==> src/rtl/hazard_scoreboard_pkg.sv <==
// ----------------------------------------------------------------------------
// hazard_scoreboard_pkg
// Shared types for the pipeline hazard scoreboard: forward-select encodings,
// the in-flight tracker entry and the EX-stage source-operand record.
// Register numbers are stored at HZ_RW bits so the types do not depend on
// the AW parameter of the instantiating module (AW must be <= HZ_RW).
// ----------------------------------------------------------------------------
package hazard_scoreboard_pkg;

    localparam int HZ_RW = 8;

    localparam logic [1:0] FWD_RF  = 2'b00;
    localparam logic [1:0] FWD_MEM = 2'b01;
    localparam logic [1:0] FWD_WB  = 2'b10;

    typedef struct packed {
        logic             valid;
        logic [HZ_RW-1:0] rd;
        logic             reg_wr;
        logic             mem_to_reg;
    } trk_entry_t;

    typedef struct packed {
        logic [HZ_RW-1:0] rs;
        logic [HZ_RW-1:0] rt;
        logic             rs_used;
        logic             rt_used;
    } ex_src_t;

    // True when the entry will write register r; register 0 never counts.
    function automatic logic writes_reg(input trk_entry_t e, input logic [HZ_RW-1:0] r);
        return e.valid & e.reg_wr & (e.rd != '0) & (e.rd == r);
    endfunction

endpackage

==> src/rtl/hazard_scoreboard_md_counter.sv <==
// ----------------------------------------------------------------------------
// hz_md_counter
// Mult/div occupancy timer. Loads a latency value when a mult/div enters EX,
// then counts down to zero; busy while non-zero.
// Ports:
//   i_clk       clock
//   i_rst_n     synchronous active-low reset
//   i_load      load i_load_val this edge
//   i_load_val  occupancy in cycles
//   o_busy      counter != 0
// ----------------------------------------------------------------------------
module hz_md_counter (
    input  logic       i_clk,
    input  logic       i_rst_n,
    input  logic       i_load,
    input  logic [7:0] i_load_val,
    output logic       o_busy
);

    logic [7:0] r_cnt;

    always_ff @(posedge i_clk) begin
        if (!i_rst_n) begin
            r_cnt <= '0;
        end else if (i_load) begin
            r_cnt <= i_load_val;
        end else if (r_cnt != 8'd0) begin
            r_cnt <= r_cnt - 8'd1;
        end
    end

    assign o_busy = (r_cnt != 8'd0);

endmodule

==> src/rtl/hazard_scoreboard.sv <==
// ----------------------------------------------------------------------------
// hazard_scoreboard
// Pipeline hazard detection for an ISS/EX/MEM/WB pipeline. Tracks the three
// in-flight instructions, raises stall/flush for load-use (forwarding mode),
// RAW (stall-only mode) and mult/div occupancy hazards, lets a taken branch
// override everything with a flush, and produces EX operand forward selects.
// Ports:
//   clk, rst_n                  clock, synchronous active-low reset
//   iss_*_i                     decoded fields of the instruction in ISS
//   ex_branch_taken_i           branch/jump in EX resolved taken
//   stall_fetch_hz_o/iss_hz_o   hold PC / hold ISS register
//   flush_iss_hz_o/ex_hz_o      kill ISS instruction / bubble into EX
//   fwd_p1/p2_ex_mem_hz_o       EX operand select (00 RF, 01 MEM, 10 WB)
//   md_busy_hz_o                mult/div unit occupied
//   stall_cnt_hz_o              saturating stall-cycle counter
// ----------------------------------------------------------------------------
module hazard_scoreboard
    import hazard_scoreboard_pkg::*;
#(
    parameter int AW     = 5,
    parameter int MD_LAT = 32,
    parameter int FWD_EN = 1
) (
    input  logic          clk,
    input  logic          rst_n,
    input  logic          iss_valid_i,
    input  logic [AW-1:0] iss_rs_i,
    input  logic [AW-1:0] iss_rt_i,
    input  logic          iss_rs_used_i,
    input  logic          iss_rt_used_i,
    input  logic [AW-1:0] iss_rd_i,
    input  logic          iss_reg_wr_i,
    input  logic          iss_mem_to_reg_i,
    input  logic          iss_md_i,
    input  logic          iss_md_rd_i,
    input  logic          ex_branch_taken_i,
    output logic          stall_fetch_hz_o,
    output logic          stall_iss_hz_o,
    output logic          flush_iss_hz_o,
    output logic          flush_ex_hz_o,
    output logic [1:0]    fwd_p1_ex_mem_hz_o,
    output logic [1:0]    fwd_p2_ex_mem_hz_o,
    output logic          md_busy_hz_o,
    output logic [15:0]   stall_cnt_hz_o
);

    localparam logic [7:0] L_MD_LAT = 8'(MD_LAT);
    localparam logic       L_FWD    = (FWD_EN != 0);

    trk_entry_t r_ex, r_mem, r_wb;
    ex_src_t    r_src;
    logic [15:0] r_stall_cnt;

    logic [HZ_RW-1:0] w_iss_rs, w_iss_rt, w_iss_rd;
    logic       w_rs_hit_ex, w_rt_hit_ex, w_rs_hit_mem, w_rt_hit_mem;
    logic       w_load_use, w_raw, w_md_hz, w_stall_req;
    logic       w_accept, w_md_busy;
    trk_entry_t w_ex_next;
    ex_src_t    w_src_next;

    assign w_iss_rs = HZ_RW'(iss_rs_i);
    assign w_iss_rt = HZ_RW'(iss_rt_i);
    assign w_iss_rd = HZ_RW'(iss_rd_i);

    assign w_rs_hit_ex  = iss_rs_used_i & writes_reg(r_ex,  w_iss_rs);
    assign w_rt_hit_ex  = iss_rt_used_i & writes_reg(r_ex,  w_iss_rt);
    assign w_rs_hit_mem = iss_rs_used_i & writes_reg(r_mem, w_iss_rs);
    assign w_rt_hit_mem = iss_rt_used_i & writes_reg(r_mem, w_iss_rt);

    // With forwarding only a load in EX is too late to bypass; without it
    // any writer still in EX or MEM must drain (WB writes before RF read).
    assign w_load_use = L_FWD & iss_valid_i & r_ex.mem_to_reg & (w_rs_hit_ex | w_rt_hit_ex);
    assign w_raw      = ~L_FWD & iss_valid_i &
                        (w_rs_hit_ex | w_rt_hit_ex | w_rs_hit_mem | w_rt_hit_mem);
    assign w_md_hz    = iss_valid_i & (iss_md_i | iss_md_rd_i) & w_md_busy;
    assign w_stall_req = w_load_use | w_raw | w_md_hz;

    always_comb begin
        stall_fetch_hz_o = 1'b0;
        stall_iss_hz_o   = 1'b0;
        flush_iss_hz_o   = 1'b0;
        flush_ex_hz_o    = 1'b0;
        if (ex_branch_taken_i) begin
            flush_iss_hz_o = 1'b1;
            flush_ex_hz_o  = 1'b1;
        end else if (w_stall_req) begin
            stall_fetch_hz_o = 1'b1;
            stall_iss_hz_o   = 1'b1;
            flush_ex_hz_o    = 1'b1;
        end
    end

    assign w_accept = iss_valid_i & ~stall_iss_hz_o & ~flush_iss_hz_o;

    always_comb begin
        w_ex_next  = '0;
        w_src_next = '0;
        if (w_accept) begin
            w_ex_next.valid      = 1'b1;
            w_ex_next.rd         = w_iss_rd;
            w_ex_next.reg_wr     = iss_reg_wr_i;
            w_ex_next.mem_to_reg = iss_mem_to_reg_i;
            w_src_next.rs        = w_iss_rs;
            w_src_next.rt        = w_iss_rt;
            w_src_next.rs_used   = iss_rs_used_i;
            w_src_next.rt_used   = iss_rt_used_i;
        end
    end

    always_ff @(posedge clk) begin
        if (!rst_n) begin
            r_ex        <= '0;
            r_mem       <= '0;
            r_wb        <= '0;
            r_src       <= '0;
            r_stall_cnt <= '0;
        end else begin
            r_ex  <= w_ex_next;
            r_src <= w_src_next;
            r_mem <= r_ex;
            r_wb  <= r_mem;
            if (stall_iss_hz_o && (r_stall_cnt != 16'hFFFF)) begin
                r_stall_cnt <= r_stall_cnt + 16'd1;
            end
        end
    end

    assign stall_cnt_hz_o = r_stall_cnt;

    hz_md_counter u_md_counter (
        .i_clk      (clk),
        .i_rst_n    (rst_n),
        .i_load     (w_accept & iss_md_i),
        .i_load_val (L_MD_LAT),
        .o_busy     (w_md_busy)
    );

    assign md_busy_hz_o = w_md_busy;

    // A load in MEM has no data yet; the load-use stall pushes its consumer
    // back one cycle so it is picked up from WB instead.
    logic w_p1_mem, w_p1_wb, w_p2_mem, w_p2_wb;

    assign w_p1_mem = r_src.rs_used & ~r_mem.mem_to_reg & writes_reg(r_mem, r_src.rs);
    assign w_p1_wb  = r_src.rs_used & writes_reg(r_wb, r_src.rs);
    assign w_p2_mem = r_src.rt_used & ~r_mem.mem_to_reg & writes_reg(r_mem, r_src.rt);
    assign w_p2_wb  = r_src.rt_used & writes_reg(r_wb, r_src.rt);

    always_comb begin
        fwd_p1_ex_mem_hz_o = FWD_RF;
        fwd_p2_ex_mem_hz_o = FWD_RF;
        if (L_FWD && r_ex.valid) begin
            if (w_p1_mem)     fwd_p1_ex_mem_hz_o = FWD_MEM;
            else if (w_p1_wb) fwd_p1_ex_mem_hz_o = FWD_WB;
            if (w_p2_mem)     fwd_p2_ex_mem_hz_o = FWD_MEM;
            else if (w_p2_wb) fwd_p2_ex_mem_hz_o = FWD_WB;
        end
    end

endmodule

==> config.mk <==
export PLATFORM = sky130hd
export DESIGN_NAME = hazard_scoreboard
export DESIGN_NICKNAME = d
export VERILOG_FILES = /design/src/rtl/hazard_scoreboard_pkg.sv /design/src/rtl/hazard_scoreboard_md_counter.sv /design/src/rtl/hazard_scoreboard.sv
export SDC_FILE = /design/constraint.sdc
export NUM_CORES = 1
export LEC_CHECK = 0
export ABC_AREA = 1
export CAP_MARGIN = 15
export CORE_MARGIN = 2
export CORE_UTILIZATION = 57
export CTS_CLUSTER_DIAMETER = 80
export DETAILED_ROUTE_END_ITERATION = 16
export GPL_TIMING_DRIVEN = 0
export HOLD_SLACK_MARGIN = 0.15
export PLACE_DENSITY_LB_ADDON = 0.2
export REMOVE_ABC_BUFFERS = 1
export SLEW_MARGIN = 15
export SYNTH_ARGS = -nofsm -noshare
export SYNTH_HDL_FRONTEND = slang
export SYNTH_SLANG_ARGS = --single-unit
==> constraint.sdc <==
create_clock -name clk -period 4.81 [get_ports clk]
set_input_delay 0.962 -clock clk [delete_from_list [all_inputs] [get_ports clk]]
set_output_delay 0.962 -clock clk [all_outputs]
set_load 0.02 [all_outputs]
Word level (Yosys, flattened, before mapping)
Cells that the tools add are included.
Widths: inputs -> output; s select.
- flip-flop bits (word level): 74
- output and inout port bits: 25
- word-level logic and storage cells: 85
- input bits: 25
- muxes and demuxes: 13
- bitwise logic cells: 34
- add/sub/neg operators: 2
- equality and inequality tests: 7
- reductions and logical operators: 8
- operators with widths (kind ; count):
    $eq 8x8->1 ; 4
    $reduce_bool 8->1 ; 4
    $and 1x1->1 ; 27
    $add 16x1->16 const B ; 1
    $eq 8x5->1 ; 2
    $ne 16x16->1 const B ; 1
    $mux 2 ; 6
    $mux 6 ; 2
    $mux 11 ; 1
    $sub 8x1->8 const B ; 1
    $mux 1 ; 4
    $not 1->1 ; 4
    $or 1x1->1 ; 3
    $reduce_and 2->1 ; 1
    $reduce_bool 2->1 ; 1
    $reduce_or 2->1 ; 1
    $logic_and 1x1->1 ; 1

Logic depth before layout (Yosys ltp)
- word-level depth: 14
- depth in mapped cells: 12
- mapped depth without buffers: 12

By module
A second synthesis with hierarchy kept.
- cell total of the unflattened synthesis: 440
- area, all modules: 3151.8 um^2
- by module, submodules not included (module ; cells an instance ; times used ; area each (um^2) ; seq. area each (um^2)):
    hazard_scoreboard ; 369 ; 1 ; 2641.3 ; 1021.0
    hz_md_counter ; 71 ; 1 ; 510.5 ; 160.2

Worst setup path before layout
OpenSTA, ideal clock, no wires.
- path type: input-to-output
- from: input port iss_rs_i[2]
- to: output port stall_iss_hz_o
- path buffers: 1
- arrival: 2.028 ns
- setup slack: 1.820 ns
- stages on the path: 9
- data required time: 3.848 ns
- cells stage by stage: inv_1 > nand2_1 > nand2_1 > nor2_1 > nand3_1 > nand2_1 > nand2_1 > a21oi_1 > buf_4
- cells in the longest elaborated chain, start to end: 8
- RTL lines (element ; line ; source):
    start, declared ; hazard_scoreboard.sv:27 ; input logic [AW-1:0] iss_rs_i,
    $eq 8x5->1 ; hazard_scoreboard_pkg.sv:32 ; return e.valid & e.reg_wr & (e.rd != '0) & (e.rd == r);
    $and 1x1->1 ; hazard_scoreboard_pkg.sv:32 ;
    $and 1x1->1 ; hazard_scoreboard.sv:65 ; assign w_rs_hit_ex = iss_rs_used_i & writes_reg(r_ex, w_iss_rs);
    $or 1x1->1 ; - ;
    $and 1x1->1 ; hazard_scoreboard.sv:72 ; assign w_load_use = L_FWD & iss_valid_i & r_ex.mem_to_reg & (w_rs_hit_ex | w_rt_hit_ex);
    $or 1x1->1 ; hazard_scoreboard.sv:76 ; assign w_stall_req = w_load_use | w_raw | w_md_hz;
    $mux 1 (2 in series) ; - ;
    end, declared ; hazard_scoreboard.sv:38 ; output logic stall_iss_hz_o,
No other way between the ends.

Final worst setup path
- from: input port iss_valid_i
- to: output port stall_fetch_hz_o
- cells in the longest elaborated chain, start to end: 5
- elaborated cells between the ends (all ways): 7
- those cells by class: mux: 2; bitwise: 5
- RTL lines (element ; line ; source):
    start, declared ; hazard_scoreboard.sv:26 ; input logic iss_valid_i,
    $and 1x1->1, on equally long branches (2 in series) ; hazard_scoreboard.sv:72, hazard_scoreboard.sv:75 ;
    $or 1x1->1 (*) ; hazard_scoreboard.sv:76 ;
    $mux 1 (*) ; hazard_scoreboard.sv:86 ; end else if (w_stall_req) begin
    $mux 1 (*) ; hazard_scoreboard.sv:83 ; if (ex_branch_taken_i) begin
    end, declared ; hazard_scoreboard.sv:37 ; output logic stall_fetch_hz_o,
Every way passes the cells marked *; elsewhere a longest branch is shown, timed or not.

==> summary.md <==
| Metric | Value |
|---|---|
| Grt ovf | 0 |
| DIE WIDTH | 77.0 um |
| Critical path's top delay family | buffers and inverters |
| Cell Area, Synth | 0.00304 mm^2 |
| Synth cell types | 38 |
| Met3 usage | 5.53% |
| Area grow syn2layout | 24.8% |
| Vias in the first global route | 2,743 |
| Skew final | 0.00698 ns |
| Max clock buf depth | 2 |
| Synth area leader | dfxtp_1 |
| Arrival time worst endpoint | 2.94 ns |
| Worst Path Max Fanout | 4 |
| Initial antenna violation count | 0 |
| Setup tns final | 0 ns |
| Wire per inst | 13.5 um |
| Worst path slowest cell | clkdlybuf4s50_1 |
| Slew @ Worst Pin | 0.808 ns |
| Worst-path cell chain | clkdlybuf4s50_1, nand4_1, o21bai_1, inv_1, nand2_1, a21oi_1, clkdlybuf4s50_1 |
| Hold Path Class | flop to flop |
| Post-synth ARST share | 0% |
| Fin util | 73.8% |
| Synth Area per Inst | 7.34 um^2 |
| Root Driver | clkbuf_8 |
| Outcome | complete, no violations |
| First-pass GRT wire length | 12,100 um |
| CP Capture Type | output pin |
| PortBufs | 49 |
| FF+latch area | 0.00118 mm^2 |
| Diode count | 0 |
| Most crowded layer after global routing | met2 |
| Final setup vio count | 0 |
| PD cells | 398 mW/mm^2 |
| Layout filler cell count | 430 |
| Initial Utilization | 59.1% |
| Routability cong. | 0.911 |
| Slew HR | 45.9% |
| LEAKAGE | 1.61 nW |
| DRT Wirelength | 7250 um |
| Core ar. | 0.00514 mm^2 |
| Min Clock Period, post-route | 3.91 ns |
| Top cells by area, synth | dfxtp_1, nand2_1, inv_1, nor2_1, nand4_1 |
| Post-CTS setup repair buffer count | 0 |
| Max-slew violations | 0 |
| Crit share post-route | 81.2% |
| CTS tree | done |
| Mapped Cells | 414 |
| DRC Markers | 0 |
| Ys flop type | dfxtp_1 |
| EDFF count, synth | 0 |
| Most frequent CP cell | clkdlybuf4s50_1 |
| Fraction of layout cells with a size suffix above 1 | 9.42% |
| Max rail drop VDD | 0.261 mV |
| DP HPWL | 4950 um |
| GRT Total Usage | 25.4% |
| Final cell count without fillers | 537 |
| Vias per cell | 5.35 |
| CP required | 3.85 ns |
| Dpl cells | 520 |
| Max-cap viol count | 0 |
| FP Rows | 26 |
| Drt first-iter violations | 219 |
| Hold_buf cts | 0 |
| Worst skew pair latency | 0.34 ns |
| Clock transition at path regs | 0.07 ns |
| Multi-input logic area | 0.00153 mm^2 |
| Share of the synthesized area in the top cell type | 38.9% |
| Via count | 2,874 |
| Antenna-violating nets left | 0 |
| Clock sinks | 59 |
| Startpoint Class | input port |
| Sequential share of the synthesized area | 38.9% |
| CTS resizes | 0 |
| Final nets | 490 |
| Final hold vios | 0 |
| Synth warnings | 0 |
| # IOs | 50 |
| RSZ-0062 raised after global routing | false |
| Die Height | 77.0 um |
| Synthesized flop and latch total | 59 |
| Met2 Use GR | 42.0% |
| Crit Path Category | input port to output pin |
| Critical path buffers and inverters | 3 |
| H-tree Lvls | 3 |
| TritonRoute pass-1 iters | 5 |
| Die area | 0.00593 mm^2 |
| Met1 Use GR | 32.0% |
| Largest net degree at the start of global routing | 35 |
| CTS buffer count | 9 |
| Fmax | 256 MHz |
| Critical Path Max Stage Delay | 0.65 ns |
-- per-layer routing --
layer / part of all wire, % / vias to the layer above
met2: 48 / 110
met3: 6.0 / 12
met4: 1.9 / 0
met1: 44 / 1317
li1: - / 1435
met5: 0 / -
-- cells in the final DEF (no fill, tap or decap), drive strengths merged, types with 2 or more instances in the layout --
cell and instances:
xor2 10, clkbuf 12, o21ai 3, o22ai 9, nor3b 12, nand3 17
dfxtp 59, ha 3, bufinv 2, a221oi 4, a21oi 19, xnor2 9
nand4 23, nand2 96, nor3 14, nor2 49, inv 63, clkdlybuf4s50 49
clkinv 3
-- worst reg2reg max path, stage by stage (launching register included) --
cell and delay [ns]:
dfxtp_1 0.34, or2_1 0.25, inv_2 0.08, nand4_4 0.16, nand2_2 0.17, nand4_2 0.49, o21ai_2 0.52, nor2_1 0.08
-- cell type report --
class,instances,area share [%]
sequential,59,31.1
tap,70,2.31
multi-input combinational,277,40.4
clock buffer,12,4.09
timing repair buffer,50,13.7
inverter,65,6.43
clock inverter,4,1.91
-- metrics by stage --
stage	power [mW]	hold WS [ns]	area, um^2	worst slack (ns)
2_1_floorplan	0.873	0.407	2960	1.81
3_3_place_gp	0.972	0.419	3540	0.929
3_5_place_dp	0.990	0.423	3540	0.937
4_1_cts	1.51	0.434	3760	0.934
5_1_grt	1.58	0.449	3790	0.822
6_report	1.51	0.432	3790	0.905
-- Yosys cell counts (all sizes together), types with 2 or more instances --
cell type	n
nand2	96
inv	63
dfxtp	59
nor2	49
nand4	23
a21oi	19
nand3	17
nor3	14
nor3b	12
xor2	10
o22ai	9
xnor2	9
clkbuf	7
buf	6
a221oi	4
ha	3
o21ai	3
clkinv	2
-- cells by family (layout without fill, tap and decap cells) --
group	count (synthesis)	count (layout)	share of synthesized area (%)
buffers and inverters	78	131	10.6
multiplexers	1	1	0.371
AO/OA/AOI/OAI	40	40	9.02
XOR/XNOR	19	19	5.48
adder cells (fa/ha/maj)	3	3	1.24
flip-flops	59	59	38.9
AND/OR/NAND/NOR	214	214	34.4
-- where the power goes --
group	switching, mW	internal, mW	leakage [nW]
sequential	0.0368	0.533	0.479
clock	0.198	0.319	0.113
combinational	0.247	0.177	1.02
-- state kept, by name (all words and copies together) (netlist names) --
| name | flops |
|---|---|
| r_ex | 8 |
| r_mem | 8 |
| r_src | 12 |
| r_wb | 7 |
| stall_cnt_hz_o | 16 |
| u_md_counter.r_cnt | 8 |
-- worst paths after layout --
kind / start / endpoint / slack [ns] / cells past startpoint
max reg2reg: u_md_counter.r_cnt[3] / u_md_counter.r_cnt[2] / 2.60 / 7
max: iss_valid_i / stall_fetch_hz_o / 0.90 / 7
min: r_mem[10] / r_wb[10] / 0.43 / 2
min reg2reg: r_mem[10] / r_wb[10] / 0.43 / 2
Power figures use the tool's default switching activity.
